===== src/rtl/i2c_reg_reader.sv =====
// Command sequencer for i2c_master: turns "read N registers from slave S at R" into
// pointer-write / single-byte-read pairs and streams the returned bytes downstream.
module i2c_reg_reader #(
  parameter int MAX_LEN      = 16,
  parameter int LEN_W        = $clog2(MAX_LEN + 1),
  parameter int BUSY_TIMEOUT = 1024,
  parameter int GAP_CYCLES   = 8
) (
  input  logic             clk,
  input  logic             reset_n,
  input  logic             cmd_valid,
  output logic             cmd_ready,
  input  logic [6:0]       cmd_slave_addr,
  input  logic [7:0]       cmd_reg_addr,
  input  logic [LEN_W-1:0] cmd_len,
  output logic [7:0]       rd_data,
  output logic             rd_valid,
  input  logic             rd_ready,
  output logic             rd_last,
  output logic             done,
  output logic             error,
  output logic             i2c_start,
  output logic [6:0]       i2c_slave_addr,
  output logic             i2c_rw,
  output logic [7:0]       data2send,
  input  logic             i2c_busy,
  input  logic [7:0]       received_data
);

  localparam int TMR_W = $clog2(BUSY_TIMEOUT + GAP_CYCLES + 1);

  localparam logic [3:0] IDLE     = 4'd0;
  localparam logic [3:0] PTR_GO   = 4'd1;
  localparam logic [3:0] PTR_ACK  = 4'd2;
  localparam logic [3:0] PTR_RUN  = 4'd3;
  localparam logic [3:0] PTR_GAP  = 4'd4;
  localparam logic [3:0] RD_GO    = 4'd5;
  localparam logic [3:0] RD_ACK   = 4'd6;
  localparam logic [3:0] RD_RUN   = 4'd7;
  localparam logic [3:0] OUT      = 4'd8;
  localparam logic [3:0] NEXT_GAP = 4'd9;

  logic [3:0]       state;
  logic [6:0]       slave_reg;
  logic [7:0]       reg_base;
  logic [LEN_W-1:0] len_reg;
  logic [LEN_W-1:0] idx;
  logic [TMR_W-1:0] timer;
  logic             rw_reg;
  logic [7:0]       data_reg;
  logic             done_reg;
  logic             error_reg;
  logic             is_last;

  assign is_last        = (idx == len_reg - LEN_W'(1));
  assign cmd_ready      = (state == IDLE) && !i2c_busy;
  assign i2c_start      = (state == PTR_GO) || (state == RD_GO);
  assign i2c_slave_addr = slave_reg;
  assign i2c_rw         = rw_reg;
  // Pointer wraps naturally in 8 bits (0xFF + 1 -> 0x00).
  assign data2send      = reg_base + 8'(idx);
  assign rd_data        = data_reg;
  assign rd_valid       = (state == OUT);
  assign rd_last        = (state == OUT) && is_last;
  assign done           = done_reg;
  assign error          = error_reg;

  always_ff @(posedge clk or negedge reset_n) begin
    if (!reset_n) begin
      state     <= IDLE;
      slave_reg <= '0;
      reg_base  <= '0;
      len_reg   <= '0;
      idx       <= '0;
      timer     <= '0;
      rw_reg    <= 1'b0;
      data_reg  <= '0;
      done_reg  <= 1'b0;
      error_reg <= 1'b0;
    end else begin
      done_reg  <= 1'b0;
      error_reg <= 1'b0;
      case (state)
        IDLE: begin
          if (cmd_valid && cmd_ready) begin
            slave_reg <= cmd_slave_addr;
            reg_base  <= cmd_reg_addr;
            len_reg   <= cmd_len;
            idx       <= '0;
            rw_reg    <= 1'b0;
            if (cmd_len == '0)
              done_reg <= 1'b1;
            else if (cmd_len > LEN_W'(MAX_LEN))
              error_reg <= 1'b1;
            else
              state <= PTR_GO;
          end
        end
        PTR_GO, RD_GO: begin
          // Timer value k means k cycles have elapsed since the start pulse.
          timer <= TMR_W'(1);
          state <= (state == PTR_GO) ? PTR_ACK : RD_ACK;
        end
        PTR_ACK, RD_ACK: begin
          if (i2c_busy) begin
            state <= (state == PTR_ACK) ? PTR_RUN : RD_RUN;
          end else if (timer == TMR_W'(BUSY_TIMEOUT - 1)) begin
            error_reg <= 1'b1;
            state     <= IDLE;
          end else begin
            timer <= timer + TMR_W'(1);
          end
        end
        PTR_RUN: begin
          if (!i2c_busy) begin
            timer <= '0;
            state <= PTR_GAP;
          end
        end
        PTR_GAP: begin
          if (timer == TMR_W'(GAP_CYCLES - 1)) begin
            rw_reg <= 1'b1;
            state  <= RD_GO;
          end else begin
            timer <= timer + TMR_W'(1);
          end
        end
        RD_RUN: begin
          if (!i2c_busy) begin
            data_reg <= received_data;
            state    <= OUT;
          end
        end
        OUT: begin
          if (rd_ready) begin
            if (is_last) begin
              done_reg <= 1'b1;
              state    <= IDLE;
            end else begin
              idx   <= idx + LEN_W'(1);
              timer <= '0;
              state <= NEXT_GAP;
            end
          end
        end
        NEXT_GAP: begin
          if (timer == TMR_W'(GAP_CYCLES - 1)) begin
            rw_reg <= 1'b0;
            state  <= PTR_GO;
          end else begin
            timer <= timer + TMR_W'(1);
          end
        end
        default: state <= IDLE;
      endcase
    end
  end

endmodule


===== config.mk =====
export PLATFORM = sky130hd
export DESIGN_NAME = i2c_reg_reader
export DESIGN_NICKNAME = d
export VERILOG_FILES = /design/src/rtl/i2c_reg_reader.sv
export SDC_FILE = /design/constraint.sdc
export NUM_CORES = 1
export LEC_CHECK = 0
export ABC_AREA = 1
export BUFFER_PORTS_ARGS = -buffer_cell sky130_fd_sc_hd__buf_2
export CAP_MARGIN = 30
export CORE_ASPECT_RATIO = 0.8
export CORE_MARGIN = 10
export CORE_UTILIZATION = 50
export DETAILED_ROUTE_END_ITERATION = 12
export PLACE_DENSITY = 0.74
export REMOVE_ABC_BUFFERS = 1
export SYNTH_ARGS = -nofsm -noshare
export SYNTH_HDL_FRONTEND = slang
export SYNTH_SLANG_ARGS = --single-unit

===== constraint.sdc =====
create_clock -name clk -period 3.8 [get_ports clk]
set_clock_uncertainty 0.05 [all_clocks]
set_input_delay 0.19 -clock clk [delete_from_list [all_inputs] [get_ports clk]]
set_output_delay 0.19 -clock clk [all_outputs]
set_load 0.1 [all_outputs]

==> summary.md <==
| Metric | Value |
|---|---|
| WS Path Type | `reg -> out` |
| Avg Inst Size Synth | `7.41 um2` |
| Core area | `6010 um2` |
| Final hold slack | `0.0107 ns` |
| Vias in the first global route | `2677` |
| DP Area | `3490 um2` |
| CTS tree | `done` |
| Via count | `2827` |
| Drt first pass iters | `4` |
| Number of flip-flops in the largest register | `11` |
| Slew Viols, Final | `0` |
| Starting Density | `0.522` |
| HP Class | `in -> reg` |
| Fillers | `roughly 600` |
| Worst Tran Pin Value | `0.587 ns` |
| Startpoint type of the worst setup path | `flop` |
| Largest net degree at the start of global routing | `33` |
| RSZ-0062 raised after global routing | `false` |
| Chip height | `90.8 um` |
| Biggest register | `timer` |
| Post-Place Worst Slack | `between 1 and 1.5 ns` |
| Required time of the critical path | `3.56 ns` |
| Global route hottest layer | `met2` |
| Gpl congestion | `a little over 0.9` |
| Top FF cell, synth | `dfrtp_1` |
| R2R Setup Slk | `approximately 1.5 ns` |
| Total die area | `9860 um2` |
| Post-synth EDFFs | `0` |
| Post-route DRC | `0` |
| Post-route ant nets | `0` |
| Endpoints failing setup | `0` |
| Synth warn | `0` |
| CP cell instances | `ha_1 -> inv_1 -> fa_1 -> o21ai_0 -> nand2_1 -> nand2_1 -> nand2_1 -> xnor2_1 -> buf_2` |
| Worst Hold End | `reg_base[6]$_DFFE_PN0P_` |
| Crit path capture type | `output pin` |
| Final HPWL DP | `5760 um` |
| Synthesized instance count | `about 420` |
| RR Startpoint | `timer[0]$_DFFE_PN0P_` |
| Grt total ovfl | `0` |
| Reg2Reg Depth | `9` |
| Max transition margin | `0.609` |
| Synthesized area | `3130 um2` |
| Setup TNS | `0 ns` |
| H-Tree Depth | `2` |
| TritonCTS buffer count | `5` |
| Share of cells above drive strength 1 | `0.191` |
| #FFs+latches synth | `a little over 50` |
| CP peak stage delay | `0.45 ns` |
| Vias per cell | `4.99` |
| Initial antenna violation count | `0` |
| Seq/Total Area, Yosys | `0.407` |
| Setup Buffers After CTS | `0` |
| Outcome | `complete, no violations` |
| Tot GR Track Use | `0.156` |
| Wire per inst | `13.2 um` |
| Most common cell after layout, fill and taps aside | `nand2_1` |
| Most frequent cells in the layout | `nand2_1, buf_2, dfrtp_1` |
| Min-delay src | `cmd_reg_addr[6]` |
| Fin crit share | `0.710` |
| Global-route wire length before repair | `12700 um` |
| Reg2Reg Capture Point | `timer[5]$_DFFE_PN0P_` |
| # port buffers | `just over 60` |
| Design area | `3600 um2` |
| Final WS setup | `1.10 ns` |
| Min Clock Period, post-route | `2.70 ns` |
| Synth-to-Final Area Change | `15.0%` |
| Max_cap viols | `0` |
| GR Layer Usage met1 | `0.203` |
| Initial DRC count | `just over 200` |
| Pleak | `around 2.1 nW` |
| Hold Fails Final Rpt | `0` |
| M2 GR Usage | `0.248` |
| Async SR Flop Fraction | `1.00` |
| Met3 Usage GRT | `0.0414` |
| Die width | `109 um` |
| # rows | `25` |
| CP max stage cell | `dfrtp_1` |
| Distinct cells, synth | `32` |
| CTS resizes | `0` |
| CP top delay family | `adder cells` |
| Root Buffer | `clkbuf_8` |
| I/O pin total | `63` |
| Clock slew at reported path FFs | `0.10 ns` |
| Sink Count | `around 50` |
| Most used cell, CP | `nand2_1` |
| Skew-Pair Late Insertion Delay | `about 0.32 ns` |
| Crit path from | `idx[0]$_DFFE_PN0P_` |
| Critical-path maximum fanout | `7` |
| Final WL | `about 7500 um` |
| Buf/Inv on CP | `2` |
| Peak Freq | `370 MHz` |
| Max clock buf depth | `2` |
| Max rail drop VDD | `0.565 mV` |
| Fin util | `0.600` |
| Crit path DAT | `about 2.5 ns` |
| Post-CTS Hold Fix Bufs | `1` |
| Ant. Diodes | `0` |
| # nets final | `~530` |
| Hold Path Stages | `3` |
| Pwr Density | `between 900 and 1000 nW/um2` |
[how the worst max path moves through the flow]
stage                   end  slack (ns)  cells past startpoint
6_report       data2send[6]        1.10                      9
5_1_grt        data2send[6]        0.91                      9
4_1_cts        data2send[6]        1.09                      9
3_5_place_dp   data2send[6]        1.45                      9
3_3_place_gp   data2send[6]        1.47                      9
2_1_floorplan  data2send[6]        0.55                      8
[area by class of cell]
type	count	area, um2	share of cell area
Inverter	49	184	0.0510
Clock buffer	6	82.6	0.0229
Clock inverter	2	16.3	0.00451
Multi-Input combinational cell	313	1610	0.446
Timing Repair Buffer	65	338	0.0937
Tap cell	81	101	0.0281
Sequential cell	51	1280	0.354
[logic make-up (layout without fill, tap and decap cells)]
kind of cell               count (synthesis)  count (layout)  share of synthesized area
buffers and inverters                     59             122                     0.0802
and+or+nand+nor                          258             258                      0.350
DFF                                       51              51                      0.407
adders and majority gates                  9               9                     0.0383
xor gates and xnor gates                  14              14                     0.0391
AOI/OAI and AO/OA                         24              24                     0.0471
muxes                                      8               8                     0.0383
[Yosys cell counts (all sizes together) (2+ instances only)]
library cell | number | area, um2
mux2 | 8 | 120
xor2 | 11 | 96.3
nor2 | 41 | 166
xnor2 | 3 | 26.3
dfrtp | 51 | 1280
nand3 | 24 | 135
ha | 8 | 100
nor3 | 2 | 20.0
clkbuf | 3 | 11.3
a21oi | 7 | 38.8
nand4 | 18 | 113
inv | 49 | 184
buf | 7 | 56.3
o21ai | 12 | 60.1
nand2 | 172 | 656
[per-layer routing]
metal  part of all wire  wire length [um]  up-vias
met4             0.0072                54        0
li1                   -                 -     1449
met1               0.47              3500     1305
met2               0.46              3460       68
met5                  0                 0        -
met3              0.067               500        5
[metrics by stage]
stage	cells	power (mW)
floorplan	413	2.67
global placement	557	3.02
detailed placement	557	3.05
CTS	566	3.41
global route	567	3.63
finish	567	3.39
[worst register-to-register path, delay by kind of cell (launching register included)]
kind | cells | cell delay [ns]
AO/OA/AOI/OAI | 2 | 0.58
adder cells (fa/ha/maj) | 1 | 0.31
buffers and inverters | 1 | 0.06
flip-flops | 1 | 0.45
AND/OR/NAND/NOR | 5 | 0.73
[power breakdown]
| part | total (mW) | leakage, nW | switching, mW | internal (mW) |
|---|---|---|---|---|
| combinational | 2.17 | 1.38 | 1.71 | 0.458 |
| sequential | 0.872 | 0.660 | 0.145 | 0.727 |
| clock | 0.347 | 0.0474 | 0.198 | 0.149 |
(Power assumes the default switching activity.)
